### src/rtl/mem_interface_pkg.sv
// Shared definitions for the memory interface: state encoding and parameter defaults.
package mem_interface_pkg;

  localparam int ADDR_W_DEF  = 9;
  localparam int TIMEOUT_DEF = 15;

  typedef logic [1:0] state_t;

  localparam state_t ST_IDLE = 2'd0;
  localparam state_t ST_REQ  = 2'd1;
  localparam state_t ST_DONE = 2'd2;

endpackage

### src/rtl/mem_interface_timeout_counter.sv
// Request-phase cycle counter; tc flags the last cycle a request may wait for an ack.
module timeout_counter
  import mem_interface_pkg::*;
#(
  parameter int TIMEOUT = TIMEOUT_DEF
) (
  input  logic clk,
  input  logic clr,
  input  logic clear,
  input  logic enable,
  output logic tc
);

  localparam int CW = $clog2(TIMEOUT + 1);

  logic [CW-1:0] cnt_q, cnt_d;

  always_comb begin
    cnt_d = cnt_q;
    if (clear) begin
      cnt_d = '0;
    end else if (enable) begin
      cnt_d = cnt_q + 1'b1;
    end
  end

  always_ff @(posedge clk) begin
    if (!clr) begin
      cnt_q <= '0;
    end else begin
      cnt_q <= cnt_d;
    end
  end

  assign tc = (cnt_q == CW'(TIMEOUT - 1));

endmodule

### src/rtl/mem_interface.sv
// MAR/MDR register pair with a request/ack RAM handshake, timeout abort and sticky error.
module mem_interface
  import mem_interface_pkg::*;
#(
  parameter int ADDR_W  = ADDR_W_DEF,
  parameter int TIMEOUT = TIMEOUT_DEF
) (
  input  logic              clk,
  input  logic              clr,
  input  logic [31:0]       bus_mux_out,
  input  logic              mar_in,
  input  logic              mdr_in,
  input  logic              mem_rd,
  input  logic              mem_wr,
  output logic [ADDR_W-1:0] mem_addr,
  output logic [31:0]       mem_wdata,
  output logic              mem_req,
  output logic              mem_we,
  input  logic [31:0]       mem_rdata,
  input  logic              mem_ack,
  output logic [31:0]       mdr_out,
  output logic [31:0]       mar_out,
  output logic              busy,
  output logic              done,
  output logic              err
);

  state_t            state_q, state_d;
  logic [ADDR_W-1:0] mar_q, mar_d;
  logic [31:0]       mdr_q, mdr_d;
  logic              req_q, req_d;
  logic              we_q, we_d;
  logic              busy_q, busy_d;
  logic              done_q, done_d;
  logic              err_q, err_d;
  logic              cnt_clear, cnt_en, tc;

  timeout_counter #(.TIMEOUT(TIMEOUT)) u_timeout (
    .clk    (clk),
    .clr    (clr),
    .clear  (cnt_clear),
    .enable (cnt_en),
    .tc     (tc)
  );

  always_comb begin
    state_d   = state_q;
    mar_d     = mar_q;
    mdr_d     = mdr_q;
    req_d     = req_q;
    we_d      = we_q;
    done_d    = 1'b0;
    err_d     = err_q;
    cnt_clear = 1'b0;
    cnt_en    = 1'b0;
    case (state_q)
      ST_IDLE: begin
        if (mar_in) mar_d = bus_mux_out[ADDR_W-1:0];
        if (mdr_in) mdr_d = bus_mux_out;
        if (mem_rd || mem_wr) begin
          state_d   = ST_REQ;
          req_d     = 1'b1;
          we_d      = mem_wr && !mem_rd;
          err_d     = 1'b0;
          cnt_clear = 1'b1;
        end
      end
      ST_REQ: begin
        // Ack is checked first so an ack on the terminal cycle still succeeds.
        if (mem_ack) begin
          if (!we_q) mdr_d = mem_rdata;
          state_d = ST_DONE;
          req_d   = 1'b0;
          we_d    = 1'b0;
        end else if (tc) begin
          state_d = ST_IDLE;
          req_d   = 1'b0;
          we_d    = 1'b0;
          err_d   = 1'b1;
        end else begin
          cnt_en = 1'b1;
        end
      end
      ST_DONE: begin
        state_d = ST_IDLE;
        done_d  = 1'b1;
      end
      default: begin
        state_d = ST_IDLE;
        req_d   = 1'b0;
        we_d    = 1'b0;
      end
    endcase
    busy_d = (state_d == ST_REQ) || (state_d == ST_DONE);
  end

  always_ff @(posedge clk) begin
    if (!clr) begin
      state_q <= ST_IDLE;
      mar_q   <= '0;
      mdr_q   <= '0;
      req_q   <= 1'b0;
      we_q    <= 1'b0;
      busy_q  <= 1'b0;
      done_q  <= 1'b0;
      err_q   <= 1'b0;
    end else begin
      state_q <= state_d;
      mar_q   <= mar_d;
      mdr_q   <= mdr_d;
      req_q   <= req_d;
      we_q    <= we_d;
      busy_q  <= busy_d;
      done_q  <= done_d;
      err_q   <= err_d;
    end
  end

  assign mem_addr  = mar_q;
  assign mem_wdata = mdr_q;
  assign mdr_out   = mdr_q;
  assign mar_out   = {{(32-ADDR_W){1'b0}}, mar_q};
  assign mem_req   = req_q;
  assign mem_we    = we_q;
  assign busy      = busy_q;
  assign done      = done_q;
  assign err       = err_q;

endmodule

### config.mk
export PLATFORM = sky130hd
export DESIGN_NAME = mem_interface
export DESIGN_NICKNAME = d
export VERILOG_FILES = /design/src/rtl/mem_interface_pkg.sv /design/src/rtl/mem_interface_timeout_counter.sv /design/src/rtl/mem_interface.sv
export SDC_FILE = /design/constraint.sdc
export NUM_CORES = 1
export LEC_CHECK = 0
export CAP_MARGIN = 15
export CORE_MARGIN = 4
export CORE_UTILIZATION = 45
export DETAILED_ROUTE_END_ITERATION = 6
export DONT_BUFFER_PORTS = 1
export PLACE_DENSITY = 0.57
export SLEW_MARGIN = 25
export SYNTH_ARGS = -nofsm -noshare
export SYNTH_HDL_FRONTEND = slang
export SYNTH_SLANG_ARGS = --single-unit
### constraint.sdc
create_clock -name clk -period 2.5 [get_ports clk]
set_clock_uncertainty 0.1 [all_clocks]
set_input_delay 0.5 -clock clk [delete_from_list [all_inputs] [get_ports clk]]
set_output_delay 0.5 -clock clk [all_outputs]
set_load 0.05 [all_outputs]
==> results.py <==
metrics = {
    "critical_path": {
        "crit_path_start_kind": "flop",
        "crit_path_end_kind": "flop",
        "regToRegSetupSlack_ns": 0.64,
        "cpPeakStageDelay_ns": 0.48,
        "r2r_cells": 4,
        "r2r-start": "state_q[0]",
        "critPathArrivalTime_ns": 2.00,
        "r2r_end": "u_timeout.cnt_q[3]",
        "cp_slowest_cell": "or3b_1",
        "crit_required_ns": 2.64,
        "crit_chain": "buf_4 > or3b_1 > or3_1 > a21oi_1",
        "crit_type": "reg -> reg",
        "critPathMaxFanout": 40,
    },
    "floorplan": {
        "fp.dieW_um": 88.9,
        "die_h_um": 88.9,
        "die_area_um2": 7900,
        "placementRows": 29,
        "core_um2": 6350,
        "start_util_pct": 46.4,
        "io_pins": 181,
    },
    "routing": {
        "drt_wl_total_um": 6730,
        "final_antenna_net_count": 0,
        "drc": 0,
        "vias_per_cell": 5.58,
        "dr_total_vias": 2228,
        "wl_per_cell_um": 16.9,
        "first_pass_iters": 4,
        "drt_first_iter_violations": 99,
    },
    "clocking": {
        "clock_path_buffers": 2,
        "cts-resized-gates": 0,
        "cts_setup_buffers": 0,
        "root_buffer": "clkbuf_8",
        "clk_latency_ns": 0.30,
        "ctsHoldBuffers": 0,
        "cts.sinks": 52,
        "cts_made_buffers": 5,
        "ctsHtreeMaxLevel": 2,
        "cts_tree": "yes",
        "clkTransAtPathRegs_ns": 0.10,
    },
    "sta": {
        "rsz0062_at_grt": "no",
        "timing.fmax_ghz": 0.537,
        "hold_viol": 0,
        "relSlewSlack_pct": 51.1,
        "max_slew.worst_pin.slew_ns": 0.728,
        "final_max_slew_viol_count": 0,
        "final.setup.tns_ns": 0,
        "setup_viol_count_final": 0,
        "period_share_pct": 74.5,
        "period_needed_ns": 1.86,
    },
    "hold_path": {
        "min_to": "state_q[0]",
        "whs_path_depth": 1,
        "worstHoldStart": "clr",
        "hold_path_class": "in -> reg",
    },
    "final_layout": {
        "areaGrowthSynthToFinish_pct": 1.61,
        "nets": 394,
        "final_cells": 399,
        "drive_gt1_share_pct": 18.6,
        "n_fill_cell": 624,
        "antennaDiodeCount": 0,
        "stdcell_area_um2": 2990,
    },
    "synth": {
        "synth_edf_count": 0,
        "seq_area_frac_synth_pct": 35.3,
        "syn-instance-count": 336,
        "synthTopCellsByArea": "dfxtp_1, buf_4, o211a_1",
        "synth_top_area_share_pct": 35.3,
        "synth_top_cell_by_area": "dfxtp_1",
        "synth.cell_area_um2": 2950,
        "synth_cell_type_count": 30,
        "ys_ff_latch": 52,
        "ys.flop_type": "dfxtp_1",
        "ys_warn_count": 0,
        "async_reset_ff_share_pct": 0,
        "syn_avg_cell_area_um2": 8.77,
    },
    "global_routing": {
        "antenna_found_initial": 0,
        "overflow": 0,
        "grt_usage_pct": 16.7,
        "grt_pass1_vias": 2079,
        "grt_max_degree": 41,
        "grt_pass1_wl_um": 10300,
    },
    "pwr": {
        "peakVddDrop_v": 0.000360,
        "power.total_w": 0.00253,
        "p_leak_nw": 1.45,
        "power_density_nw_per_um2": 846,
    },
    "flow_run": {
        "cap_violations": 0,
    },
    "status": {
        "outcome": "complete, no violations",
    },
    "placed_design": {
        "dpl.cell_count": 391,
        "dp_hpwl_um": 4880,
        "place_congestion": 0.755,
        "dpl_cell_area_um2": 2880,
        "port_buffers": 0,
    },
}
## state kept, by name (all words and copies together), names as in the netlist
signal and flops:
mem_we 1, mdr_out 32, err 1, u_timeout.cnt_q 4
busy 1, state_q 2, done 1, mem_addr 9
mem_req 1
## cell usage after synthesis (3+ instances only)
| master | count |
|---|---|
| o21ai_0 | 34 |
| buf_4 | 64 |
| nor3b_1 | 34 |
| buf_2 | 6 |
| mux2i_1 | 9 |
| o211a_1 | 33 |
| clkbuf_1 | 20 |
| dfxtp_1 | 52 |
| nor3_1 | 3 |
| nor2_1 | 13 |
| o31ai_1 | 3 |
| inv_1 | 4 |
| a21oi_1 | 38 |
| nand3_1 | 3 |
## critical path, delay by kind of cell (launching register included)
family	cells	cell delay, ns
buf+inv	1	0.34
compound gates	1	0.14
flops	1	0.36
simple gates	2	0.85
## power breakdown
part	switching (W)	internal [W]	total [W]
Combinational	0.000792	0.000216	0.00101
Clock	0.000280	0.000297	0.000577
Sequential	0.0000395	0.000909	0.000948
## cells by family after synthesis
logic type,Yosys count,synth area share (%)
compound gates,113,25.6
buf+inv,97,21.5
simple gates,62,13.6
flops,52,35.3
mux,9,3.06
fa+ha+maj,2,0.849
other cells,1,0.127
## area by class of cell
| class | instances | area (µm²) | share of cell area [%] |
|---|---|---|---|
| Sequential cell | 52 | 1040 | 34.8 |
| Multi-Input combinational cell | 209 | 1360 | 45.4 |
| Clock inverter | 3 | 42.5 | 1.42 |
| Tap cell | 77 | 96.3 | 3.22 |
| Clock buffer | 5 | 68.8 | 2.30 |
| Inverter | 4 | 15.0 | 0.502 |
| Timing Repair Buffer | 49 | 368 | 12.3 |
## placed cells by master, fill, tap and decap left out
cell type   netlist  layout
dfxtp_1          52      51
buf_4            64      49
a21oi_1          38      38
o21ai_0          34      34
nor3b_1          34      33
o211a_1          33      33
conb_1            1      23
nor2_1           13      13
mux2i_1           9       9
clkbuf_8          0       5
inv_1             4       4
nand3_1           3       3
o31ai_1           3       3
nor3_1            3       3
o21a_1            2       2
or3_1             2       2
ha_1              2       2
and3_1            1       1
or3b_1            1       1
and2b_2           1       1
and3b_1           1       1
nor3b_2           0       1
and4_1            1       1
a2111oi_0         1       1
nor2b_1           1       1
nand4_1           1       1
o41ai_1           1       1
a211oi_1          1       1
clkinvlp_4        0       1
clkinv_2          0       1
bufinv_16         0       1
dfxtp_2           0       1
## per-layer routing
| layer | part of all wire (%) | global-route usage, % | vias up | wire [µm] |
|---|---|---|---|---|
| met5 | 0 | 0 | - | 0 |
| met4 | 1.2 | 4.81 | 0 | 84 |
| met3 | 11 | 7.10 | 7 | 747 |
| met2 | 48 | 27.6 | 100 | 3240 |
| met1 | 40 | 19.7 | 1045 | 2660 |
| li1 | - | - | 1076 | - |
## how the worst max path moves through the flow
stage	startpoint	to	slack, ns	cells after the start
6_report	state_q[0]	u_timeout.cnt_q[3]	0.64	4
5_1_grt	state_q[0]	u_timeout.cnt_q[3]	0.48	4
4_1_cts	state_q[0]	u_timeout.cnt_q[3]	0.66	4
3_5_place_dp	mem_ack	mdr_out[15]	0.70	4
3_3_place_gp	state_q[0]	u_timeout.cnt_q[3]	0.72	4
2_1_floorplan	mem_we	mdr_out[0]	0.80	4
## through the flow
stage / utilization [%] / worst slack, ns / hold slack (ns)
floorplan: - / 0.804 / 0.362
global placement: 45.4 / 0.716 / 0.381
detailed placement: 45.4 / 0.697 / 0.387
CTS: 47.1 / 0.661 / 0.201
global route: 47.1 / 0.484 / 0.194
finish: 47.1 / 0.638 / 0.212
Note: power is estimated with default switching activity, not from simulation.
